File: src/rtl/uart_pkg.sv
// uart_pkg: types and defaults shared by the UART TX FIFO, scheduler and transmitter
package uart_pkg;
  localparam int UART_DATA_WIDTH = 8;
  typedef enum logic [2:0] {IDLE, READ, FETCH, START, WAIT, GAP} tx_sched_state_t;
endpackage

File: src/rtl/sync_2ff.sv
// sync_2ff: two-flop synchronizer with a configurable reset value
module sync_2ff #(
  parameter int WIDTH = 1,
  parameter logic [WIDTH-1:0] RESET_VAL = '0
) (
  input  logic             clk,
  input  logic             reset,
  input  logic [WIDTH-1:0] d,
  output logic [WIDTH-1:0] q
);
  logic [WIDTH-1:0] meta;
  always_ff @(posedge clk) begin
    if (reset) begin
      meta <= RESET_VAL;
      q    <= RESET_VAL;
    end else begin
      meta <= d;
      q    <= meta;
    end
  end
endmodule

File: src/rtl/uart_tx_scheduler.sv
// uart_tx_scheduler: drains the TX FIFO into the UART transmitter; `define UART_TX_CTS_EN adds cts_n flow control
module uart_tx_scheduler
  import uart_pkg::*;
#(
  parameter int DATA_WIDTH = UART_DATA_WIDTH,
  parameter int GAP_CYCLES = 0,
  parameter int CNT_WIDTH  = 16
) (
  input  logic                  clk,
  input  logic                  reset,
  input  logic                  enable,
  input  logic                  fifo_empty,
  output logic                  fifo_rd_req,
  input  logic [DATA_WIDTH-1:0] fifo_dout,
  output logic                  tx_start,
  output logic [DATA_WIDTH-1:0] tx_data,
  input  logic                  tx_done,
`ifdef UART_TX_CTS_EN
  input  logic                  cts_n,
`endif
  output logic                  busy,
  output logic [CNT_WIDTH-1:0]  frames_sent
);
  localparam int GW = GAP_CYCLES > 1 ? $clog2(GAP_CYCLES) : 1;
  tx_sched_state_t state;
  logic [GW-1:0] gap_cnt;
  logic cts_ok;
`ifdef UART_TX_CTS_EN
  logic cts_n_s;
  sync_2ff #(.WIDTH(1), .RESET_VAL(1'b1)) u_cts_sync (.clk(clk), .reset(reset), .d(cts_n), .q(cts_n_s));
  assign cts_ok = ~cts_n_s;
`else
  assign cts_ok = 1'b1;
`endif
  always_ff @(posedge clk) begin
    if (reset) begin
      state       <= IDLE;
      fifo_rd_req <= 1'b0;
      tx_start    <= 1'b0;
      tx_data     <= '0;
      busy        <= 1'b0;
      frames_sent <= '0;
      gap_cnt     <= '0;
    end else begin
      fifo_rd_req <= 1'b0;
      tx_start    <= 1'b0;
      case (state)
        IDLE: if (enable && !fifo_empty && cts_ok) begin
          state       <= READ;
          fifo_rd_req <= 1'b1;
          busy        <= 1'b1;
        end
        READ: state <= FETCH;
        // block-RAM data is valid now, one cycle after the read request
        FETCH: begin
          tx_data     <= fifo_dout;
          tx_start    <= 1'b1;
          frames_sent <= frames_sent + 1'b1;
          state       <= START;
        end
        START: state <= WAIT;
        WAIT: if (tx_done) begin
          if (GAP_CYCLES > 0) begin
            state   <= GAP;
            gap_cnt <= GW'(GAP_CYCLES - 1);
          end else begin
            state <= IDLE;
            busy  <= 1'b0;
          end
        end
        GAP: if (gap_cnt == '0) begin
          state <= IDLE;
          busy  <= 1'b0;
        end else begin
          gap_cnt <= gap_cnt - 1'b1;
        end
        default: begin
          state <= IDLE;
          busy  <= 1'b0;
        end
      endcase
    end
  end
endmodule

File: config.mk
export PLATFORM = sky130hd
export DESIGN_NAME = uart_tx_scheduler
export DESIGN_NICKNAME = d
export VERILOG_FILES = /design/src/rtl/uart_pkg.sv /design/src/rtl/sync_2ff.sv /design/src/rtl/uart_tx_scheduler.sv
export SDC_FILE = /design/constraint.sdc
export NUM_CORES = 1
export LEC_CHECK = 0
export ABC_AREA = 1
export CORE_ASPECT_RATIO = 1.4
export CORE_MARGIN = 1
export CORE_UTILIZATION = 42
export DETAILED_ROUTE_END_ITERATION = 6
export HOLD_SLACK_MARGIN = 0.08
export PLACE_DENSITY_LB_ADDON = 0.15
export SLEW_MARGIN = 20
export SYNTH_ARGS = -nofsm -noshare
export SYNTH_HDL_FRONTEND = slang
export SYNTH_HIERARCHICAL = 1
export SYNTH_SLANG_ARGS = --single-unit
File: constraint.sdc
create_clock -name clk -period 1.1 [get_ports clk]
set_input_delay 0.165 -clock clk [delete_from_list [all_inputs] [get_ports clk]]
set_output_delay 0.165 -clock clk [all_outputs]
set_load 0.01 [all_outputs]
======== After elaboration in Yosys (flattened, before gate mapping) ========
Index checks and enable logic that the tools add are counted.
cells by class
  add/sub/neg operators ................... 2
  equality and inequality tests ........... 8
  mux-type cells .......................... 11
  bitwise operators ....................... 2
  reductions and logical operators ........ 7
operator list
  kind                                           count
  case mux 3 bit (6 select lines)                1
  adder 16 x 1 -> 16 bit, second input constant  1
  2-to-1 mux 3 bit                               3
  == test 3 x 2 -> 1 bit, second input constant  2
  == test 3 bit, second input constant           2
  2-to-1 mux 1 bit                               6
  inequality test 2 bit, second input constant   3
  case mux 1 bit (4 select lines)                1
  AND reduction 4 bit                            1
  == test 3 x 1 -> 1 bit, second input constant  1
  zero test 3 bit                                1
  AND reduction 3 bit                            1
  OR reduction 3 bit                             1
  NOT 1 bit                                      2
  OR reduction 2 bit                             1
  logical AND 1 bit                              1
  zero test 1 bit                                1
  subtractor 1 bit, second input constant        1
word-level totals
  register bits ........................... 31
  input port bits ......................... 13
  output and inout bits ................... 27
  logic and storage cells ................. 37

======== Longest topological paths before layout ========
  depth in word-level cells ............... 4
  mapped depth ............................ 8
  gate-level depth less buffers ........... 8

======== Worst setup path after synthesis ========
No wires, ideal clock.
  path kind ............................... reg-to-reg
  from .................................... register frames_sent[0]
  to ...................................... register frames_sent[12]
  library setup time ...................... 0.113 ns
  arrival time ............................ 1.110 ns
  data required time ...................... 0.987 ns
  setup slack ............................. -0.123 ns
  stages on the path, launching flop included .. 7
  clock period less this slack ............ 1.223 ns
  path through ............................ dfxtp_1 > ha_1 > nand3_1 > nor2_4 > nand3_2 > nor2_1 > nor2_1
on the way
  longest elaborated chain between the ends .. 1
ends and longest elaborated chain
  what                    line                     RTL
  from (decl)             uart_tx_scheduler.sv:22  output logic [CNT_WIDTH-1:0] frames_sent
  from (signal assigned)  uart_tx_scheduler.sv:58  frames_sent <= frames_sent + 1'b1;
  adder 16 x 1 -> 16 bit  uart_tx_scheduler.sv:58
Every way passes these cells.
A chain may end at the register's enable or synchronous reset.

======== Final worst setup path ========
  from .................................... register state[2]
  to ...................................... register frames_sent[6]
on the way
  longest elaborated chain between the ends .. 1
ends and longest elaborated chain
  what                    line                     RTL
  from (decl)             uart_tx_scheduler.sv:25  tx_sched_state_t state;
  from (signal assigned)  uart_tx_scheduler.sv:37  state <= IDLE;
  from (signal assigned)  uart_tx_scheduler.sv:49  state <= READ;
  from (signal assigned)  uart_tx_scheduler.sv:53  READ: state <= FETCH;
  == test 3 x 2 -> 1 bit  uart_tx_scheduler.sv:47  case (state)
Every way passes these cells.

==> metrics <==
routed vias/inst 4.68; skew final 0.00537 ns; Post-Synthesis Cells 191; flop-to-flop setup slack -0.03 ns; Area after DPL 1930 sq um; Slew Limit Fails 0; violated checks negative setup slack; via count 1,377; crit-path cells nor2_4, nand2_4, nor3b_2, nand2_1, nand2_1, nor2_1; row count 24; type of the most critical hold path reg -> reg; cell mode on critical path nand2_1; Synth cell types 25; max-capacitance violation count 0; Design Area, Final 2160 sq um; final setup fails 9; Layout Nets 268; Top FF cell, synth dfxtp_1; Syn Nets 205; Seq/Total Area, Yosys 43.7%; remaining global-route overflow 0; core region area 3120 sq um; Max H-tree Level 2; Ys Warns 6; status finished with violations; GRT Util Overall 19.9%; ANT cells 0; Die Span Y 69.7 microns; CTS Hold Buffers Added 0; Bufs and invs on worst path 0; first-pass GRT wire length 5290 microns; CP delay by family, top simple AND/OR/NAND/NOR gates; Initial Util 44.0%; Die ar. 3510 sq um; Async S/R FF share, synth 0%; Arrival @ worst endpoint 1.31 ns; I/O pin cnt 40; Clock Latency Late Sink 0.28 ns; Min Clock Period, post-route 1.13 ns; flops & latches, synth 30; DRC viols 0; clk slew on worst S/H paths 0.07 ns; commonest non-fill, non-tap cell in the layout nor2_1; layout cell share with drive strength beyond 1 31.0%; RSZ-0062 raised after global routing true; Worst VDD drop 975 uV; Hold Vio Cnt, Final 0; detail-routed net length per standard cell 11.4 microns; fin util 69.3%; Critical-path top delay cell dfxtp_2; period utilisation layout 103%; critical path's largest stage delay 0.34 ns; non-filler cells, final 294; vias in the first global route 1,233; data required time of the worst path 1.28 ns; worst hold margin 0.447 ns; largest net degree at the start of global routing 24; Detailed Route WL 3350 microns; CTS max path bufs 2; Worst Max-Slew Pin Slew 0.242 ns; Synth Area per Inst 7.19 sq um; TritonCTS buffer count 5; Clock Sinks 30; most frequent cells in the layout 42 x nor2_1, 32 x nand2_1, 20 x buf_4; hpwl dp 2260 microns; maximum fanout along the worst path 7; DR pass1 iterations 4; crit end category flip-flop; RePlAce Congestion 0.758; Place WS -0.0898 ns; Leakage 0.939 nW; synthesized area 1370 sq um; I/O Buffers 39; post-route ant nets 0; number of enable flip-flop cells after synthesis 0; Startpoint Class flip-flop; maximum clock frequency 882 MHz; PnR worst setup slack -0.0334 ns; initial antenna violation count 0; Syn-to-layout area delta 57.6%; Chip Width 50.3 microns; Root Buffer clkbuf_8; Cell Pwr Density 1320 nW/um^2; Initial DRC Count 15; cell count after placement 282; crit path kind reg -> reg; Slew HR 83.8%; CTS tree yes
where the power goes:
part	switching (W)	total (W)	leakage, nW	internal (W)
combinational	0.000277	0.000542	0.628	0.000265
sequential	0.0000693	0.00124	0.254	0.00117
clock	0.000422	0.00109	0.0579	0.000666
total	0.000768	0.00287	0.939	0.00210
timing repair:
action	CTS	global route
gates resized for setup	51	35
endpoints found under the hold margin	0	0
buffers inserted	2	2
pin swaps	2	8
setup endpoints to repair	51	34
registers in the layout (all words and copies together), names as in the netlist:
name         flops
busy             1
frames_sent     16
fifo_rd_req      1
tx_start         1
state            3
tx_data          8
cell usage after synthesis, types with 3 or more instances:
library cell / count / area [sq um]
nand2_2: 3 / 18.8
dfxtp_1: 30 / 601
nor2_4: 5 / 56.3
inv_1: 18 / 67.6
nor3_1: 3 / 15.0
nand2_1: 36 / 135
nor2_1: 47 / 176
nor2_2: 4 / 25.0
a21oi_1: 8 / 40.0
nand3_1: 12 / 60.1
o21ai_0: 11 / 55.1
tightest hold or removal path, stage by stage (launching register included):
cell and delay [ns]:
dfxtp_1 0.31, inv_1 0.04, a21oi_1 0.05
metrics by stage:
stage	TNS [ns]	total power, W
floorplan	0	0.00153
detailed placement	-0.742	0.00179
global route	-1.59	0.00300
CTS	-0.375	0.00286
finish	-0.125	0.00287
global placement	-0.441	0.00178
routing by layer:
| layer | wire length (microns) | track usage (%) | part of all wire (%) |
|---|---|---|---|
| met5 | 0 | 0 | 0 |
| met4 | 78 | 10.2 | 2.3 |
| met2 | 1700 | 33.3 | 51 |
| met1 | 1400 | 21.9 | 42 |
| met3 | 178 | 6.14 | 5.3 |
cell type report:
cell class | instances | area, sq um
Fill cell | 279 | 958
Multi-Input combinational cell | 139 | 768
Sequential cell | 30 | 638
Timing Repair Buffer | 60 | 533
Clock buffer | 5 | 68.8
Inverter | 18 | 67.6
Tap cell | 39 | 48.8
Clock inverter | 3 | 40.0
final timing paths:
path,cells after the start,from,endpoint
max reg2reg,6,state[2]$_SDFFE_PP0P_,frames_sent[6]$_SDFFE_PP0N_
max,6,state[2]$_SDFFE_PP0P_,frames_sent[6]$_SDFFE_PP0N_
min reg2reg,2,busy$_SDFFE_PP0P_,busy$_SDFFE_PP0P_
min,2,busy$_SDFFE_PP0P_,busy$_SDFFE_PP0P_
logic make-up after synthesis:
kind of cell / Yosys count / share of synthesized area (%)
adders and majority gates: 1 / 0.911
DFF: 30 / 43.7
AOI/OAI and AO/OA: 21 / 7.83
buffers and inverters: 22 / 7.56
xor gates and xnor gates: 1 / 0.638
and+or+nand+nor: 116 / 39.3
No activity file was read; power rests on OpenSTA's default activity.
